**src/rtl/mult_cu.sv**
```systemverilog
// mult_cu: Moore control unit for the shift-add multiplier datapath.
// Sequences load/add/shift through ldA/ldB/ldP, ctrlA/ctrlB and Psel.
module mult_cu #(
    parameter int NBITS = 4,
    parameter bit USE_Z = 1'b0
) (
    input  logic clk,
    input  logic reset,
    input  logic start,
    input  logic b0,
    input  logic z,
    output logic ldA,
    output logic ldB,
    output logic ctrlA,
    output logic ctrlB,
    output logic Psel,
    output logic ldP,
    output logic busy,
    output logic done
);

    localparam int CW = $clog2(NBITS + 1);
    localparam logic [CW-1:0] CMAX = CW'(NBITS);

    typedef enum logic [2:0] {
        S_IDLE  = 3'd0,
        S_LOAD  = 3'd1,
        S_CHECK = 3'd2,
        S_ADD   = 3'd3,
        S_SHIFT = 3'd4,
        S_DONE  = 3'd5
    } state_t;

    state_t        state;
    state_t        state_nx;
    logic [CW-1:0] cnt;
    logic          last;
    logic          stop;

    assign last = (cnt == CMAX);
    assign stop = last | (USE_Z & z);

    // State register; reset from any state returns to idle.
    always_ff @(posedge clk) begin
        if (!reset) begin
            state <= S_IDLE;
        end else begin
            state <= state_nx;
        end
    end

    // Iteration counter: cleared on load, bumped once per shift, saturating.
    always_ff @(posedge clk) begin
        if (!reset) begin
            cnt <= '0;
        end else if (state == S_LOAD) begin
            cnt <= '0;
        end else if (state == S_SHIFT && !last) begin
            cnt <= cnt + CW'(1);
        end
    end

    // Next-state selection; unused encodings fall back to idle.
    always_comb begin
        state_nx = S_IDLE;
        unique case (state)
            S_IDLE: begin
                state_nx = start ? S_LOAD : S_IDLE;
            end
            S_LOAD: begin
                state_nx = S_CHECK;
            end
            S_CHECK: begin
                if (stop) begin
                    state_nx = S_DONE;
                end else if (b0) begin
                    state_nx = S_ADD;
                end else begin
                    state_nx = S_SHIFT;
                end
            end
            S_ADD: begin
                state_nx = S_SHIFT;
            end
            S_SHIFT: begin
                state_nx = S_CHECK;
            end
            S_DONE: begin
                state_nx = S_IDLE;
            end
            default: begin
                state_nx = S_IDLE;
            end
        endcase
    end

    // Output decode from the state register alone.
    always_comb begin
        ldA   = 1'b0;
        ldB   = 1'b0;
        ctrlA = 1'b0;
        ctrlB = 1'b0;
        Psel  = 1'b0;
        ldP   = 1'b0;
        busy  = 1'b0;
        done  = 1'b0;
        unique case (state)
            S_IDLE: begin
                busy = 1'b0;
            end
            S_LOAD: begin
                ldA  = 1'b1;
                ldB  = 1'b1;
                ldP  = 1'b1;
                busy = 1'b1;
            end
            S_CHECK: begin
                busy = 1'b1;
            end
            S_ADD: begin
                ldP  = 1'b1;
                Psel = 1'b1;
                busy = 1'b1;
            end
            S_SHIFT: begin
                ldA   = 1'b1;
                ldB   = 1'b1;
                ctrlA = 1'b1;
                ctrlB = 1'b1;
                busy  = 1'b1;
            end
            S_DONE: begin
                done = 1'b1;
                busy = 1'b1;
            end
            default: begin
                busy = 1'b0;
            end
        endcase
    end

endmodule

```
**config.mk**
```make
export PLATFORM = sky130hd
export DESIGN_NAME = mult_cu
export DESIGN_NICKNAME = d
export VERILOG_FILES = /design/src/rtl/mult_cu.sv
export SDC_FILE = /design/constraint.sdc
export NUM_CORES = 1
export LEC_CHECK = 0
export ABC_AREA = 1
export BUFFER_PORTS_ARGS = -buffer_cell sky130_fd_sc_hd__clkbuf_2
export CAP_MARGIN = 20
export CORE_AREA = 2 2 39 41
export DETAILED_ROUTE_END_ITERATION = 12
export DIE_AREA = 0 0 41 43
export SYNTH_ARGS = -nofsm -noshare
export SYNTH_HDL_FRONTEND = slang
export SYNTH_SLANG_ARGS = --single-unit
```
**constraint.sdc**
```tcl
create_clock -name clk -period 2.13 [get_ports clk]
set_clock_uncertainty 0.1 [all_clocks]
set_input_delay 0.213 -clock clk [delete_from_list [all_inputs] [get_ports clk]]
set_output_delay 0.213 -clock clk [all_outputs]
set_load 0.005 [all_outputs]
```
Yosys cells after proc, flatten, opt, wreduce, memory -nomap -nowiden
Index checks and enable logic that the tools add are counted.
{ "totals": {"input_bits": 5, "regBits": 6, "out_inout_bits": 8, "word_cells": 27} }
{ "op_classes": {"n_eq_ne": 6, "muxes": 10, "n_bitwise": 1, "reduce_logical": 7, "add_sub_neg": 1} }
{ "op_table": {"columns": ["cell", "n"], "rows": [
  ["$pmux W3 S4", 1],
  ["$eq A3 B3 Y1 const B", 3],
  ["$mux W1", 7],
  ["$eq A3 B2 Y1 const B", 2],
  ["$mux W3", 2],
  ["$reduce_or A2 Y1", 3],
  ["$reduce_or A5 Y1", 1],
  ["$add A3 B1 Y3 const B", 1],
  ["$eq A3 B1 Y1 const B", 1],
  ["$logic_not A3 Y1", 1],
  ["$logic_and A1 B1 Y1", 1],
  ["$logic_not A1 Y1", 1],
  ["$not A1 Y1", 1]
]} }

Depth between registers and ports, before layout
{ "logic_depth": {"ltp_word": 3, "ltp_mapped": 7, "ltp_nobuf": 7} }

Worst setup path before layout
OpenSTA, ideal clock, no wires.
{ "synth_timing": {"path_type": "flip-flop to output port", "start": "reg state[0]", "end": "out ldB", "stages_incl_launch_ff": 6, "path_slack_ns": 0.893, "arrival_time_ns": 0.924, "t_required_ns": 1.817, "path_cell_list": "dfxtp_1 inv_2 nor2_4 nand2_2 o21ai_2 buf_4"} }
{ "synth_between": {"elab_chain_len": 3} }
{ "synth_rtl": {"columns": ["item", "line", "rtl"], "rows": [
  ["start: declaration", "34", "state_t state;"],
  ["start signal: assignment", "48", "state <= state_nx;"],
  ["$eq A3 B1 Y1 or $eq A3 B3 Y1 (tied branches)", null, null],
  ["$reduce_or A2 Y1 (no source line) (*)", null, null],
  ["$mux W1 (*)", null, null],
  ["end: declaration", "13", "output logic ldB,"]
]} }
Every way passes the cells marked *; elsewhere a longest branch is shown, timed or not.

Worst setup path after layout
{ "layout_timing": {"start": "reg state[0]", "end": "out ldA"} }
{ "layout_between": {"elab_chain_len": 3} }
{ "layout_rtl": {"columns": ["item", "line", "rtl"], "rows": [
  ["$eq A3 B1 Y1 or $eq A3 B3 Y1 (tied branches)", "107", "unique case (state)"],
  ["$reduce_or A2 Y1 (no source line) (*)", null, null],
  ["$mux W1 (*)", "107", null],
  ["end: declaration", "12", "output logic ldA,"]
]} }
Marked as above.

==> flow_summary.toml <==
[place]
pre_cts_slack_ps = 826.9
dp_hpwl_um = 599.7
port_buffers = 11
place_congestion = 0.6619

[power_and_ir_drop]
power_frac_seq = 0.456
p_leak_uw = 0.0002091
p_per_area_nw_per_um2 = 599.0
intPower_uw = 202.4
ir_worst_vdd_mv = 0.1978
p_comb_frac = 0.189
switchingPower_uw = 72.65
switching_share = 0.2641
clkPwrFrac = 0.356

[global_route]
grt_max_degree = 7
grt_pass1_vias = 295
overflow = 0
grt_pass1_wl_mm = 1.028
grtUsageTotal = 0.08936
antenna_found_initial = 0

[worst_setup_path]
cp.arrival_ps = 1210
crit-reg2reg-launch = "cnt[0]$_SDFFE_PP0P_"
cp-end-kind = "primary output"
path_class = "flip-flop to primary output"
cp_max_fo = 6
r2r_slack_ps = 830
required_ps = 1820
cp_slowest_stage_delay_ps = 480
path_cells = "inv_2, nor2_4, nand2_2, o21ai_2, clkbuf_2"
r2r_end = "state[1]$_SDFF_PN0_"
reg2reg_depth = 7
cp_num_buf_inv = 2
start_kind = "flip-flop"
crit_family = "flip-flops"
critical_path.slowest_cell = "dfxtp_1"

[synthesis]
yosys_warnings = 0
synth_cell_types = 16
synth_nets = 62
syn_area_um2 = 376.6
ys_seq_area_frac = 0.3189
ys_seq_elements = 6
synth_cells = 55
syn_area_per_cell_um2 = 6.847

[finish]
fin_util = 0.3318
syn_to_final_growth_pct = 21.93
layout_common_cells = "clkbuf_2, nand2_1, inv_1"
drive_gt1_frac = 0.3284
final_common_cell = "clkbuf_2"
fin_nets = 76
multiInputGateArea_um2 = 207.7
ff_latch_area_um2 = 120.1
antenna_cells = 0
fill_cells = 152

[sta]
min_period_over_period = 0.7137
setup_ws_ps = 609.8
slew_headroom = 0.8079
setup_tns_ps = 0
max_freq_ghz = 0.6578
min_period_ps = 1520
hold_viol = 0
rsz0062_at_grt = "false"
worstMarginPinSlew_ps = 287.8
setup_viol = 0
slew_viol_final = 0

[floorplan]
io_pins = 13
initial_core_util = 0.2722
rows = 14
die_width_um = 41
fp.dieH_um = 43
die_area_um2 = 1763
core_um2 = 1384

[clock_network]
cts_setup_buffers = 0
worstSkewPairLatency_ps = 240
clockBufferDepth = 2
cts_buffers = 3
cts_tree = "built"
post_cts_resized = 0
htree_levels = 1
hold_buffers = 0
clkTransAtPathRegs_ps = 40
clock_sinks = 6
cts-root-buf = "clkbuf_4"

[worst_hold_path]
hp-class = "primary input to flip-flop"
worstHoldPathCells = 3
hold_end = "state[0]$_SDFF_PN0_"
min-delay-start = "start"

[detailed_routing]
num_vias = 355
wl_um = 678
dr.pass1.iters = 2
final_antenna_net_count = 0
routedWlPerCell_um = 8.169
drtIter0Drc = 1
via_per_inst = 4.277
drcViolationCount = 0

[status]
status = "completed"

[flow_run]
maxCapViolCount = 0
-- power by group through the flow --
stage | Clock, µW | Combinational [µW] | Sequential [µW]
finish | 97.8 | 51.9 | 125
global route | 110 | 59.6 | 126
CTS | 104 | 52.4 | 125
detailed placement | 0 | 52.2 | 127
global placement | 0 | 52.5 | 127
floorplan | 0 | 37.7 | 126
-- metal layers --
metal / up-vias / GRT usage / routed length [µm]
li1: 197 / - / -
met1: 145 / 0.1029 / 329
met2: 11 / 0.1219 / 296
met3: 2 / 0.01571 / 40
met4: 0 / 0.1000 / 12
met5: - / 0 / 0
-- cell type report --
type,instances,area share
Sequential cell,6,0.2616
Timing Repair Buffer,11,0.1199
Clock buffer,3,0.04905
Inverter,9,0.07357
Multi-Input combinational cell,38,0.4523
Tap cell,16,0.04360
-- cells in the mapped netlist --
cell type  count  area (µm²)
nor2_4         2       22.52
buf_4          2       15.01
nand3_1        5       25.02
nand2_1       10       37.54
nand4_1        1       6.260
o21ai_0        2       10.01
a21oi_1        4       20.02
nor3_1         1       5.000
inv_1          8       30.03
nor2_2         2       12.51
nor2_1         6       22.52
inv_2          1       3.750
dfxtp_1        6       120.1
nand2_2        2       12.51
o21ai_2        1       8.760
ha_1           2       25.02
-- per-stage QoR --
stage | hold slack [ps] | total power [µW] | std cells | area [µm²]
after detailed placement | 380.1 | 179.5 | 80 | 436.7
final | 142.6 | 275.1 | 83 | 459.2
after global routing | 164.4 | 295.5 | 83 | 459.2
after CTS | 134.2 | 281.9 | 83 | 459.2
after global placement | 374.5 | 179.9 | 80 | 436.7
after floorplan | 273.1 | 163.6 | 55 | 376.6
-- logic make-up after synthesis --
logic type,share of synthesized area
simple gates,0.3820
compound gates,0.1030
buf+inv,0.1296
fa+ha+maj,0.06643
flops,0.3189
-- how the worst max path moves through the flow --
stage,start,end,cells past startpoint
after floorplan,state[0]$_SDFF_PN0_,ldB,5
after global routing,state[0]$_SDFF_PN0_,ldB,5
after CTS,state[0]$_SDFF_PN0_,ldB,5
after detailed placement,cnt[0]$_SDFFE_PP0P_,state[1]$_SDFF_PN0_,7
after global placement,state[0]$_SDFF_PN0_,ldB,5
final,state[0]$_SDFF_PN0_,ldA,5
-- state kept, by name, indices dropped and copies added (netlist names) --
signal / flops
cnt: 3
state: 3
-- tightest hold or removal path: cells and delay by family --
family,cells,cell delay (ps)
buf+inv,1,80
simple gates,1,70
compound gates,1,60
(Power assumes the default switching activity.)
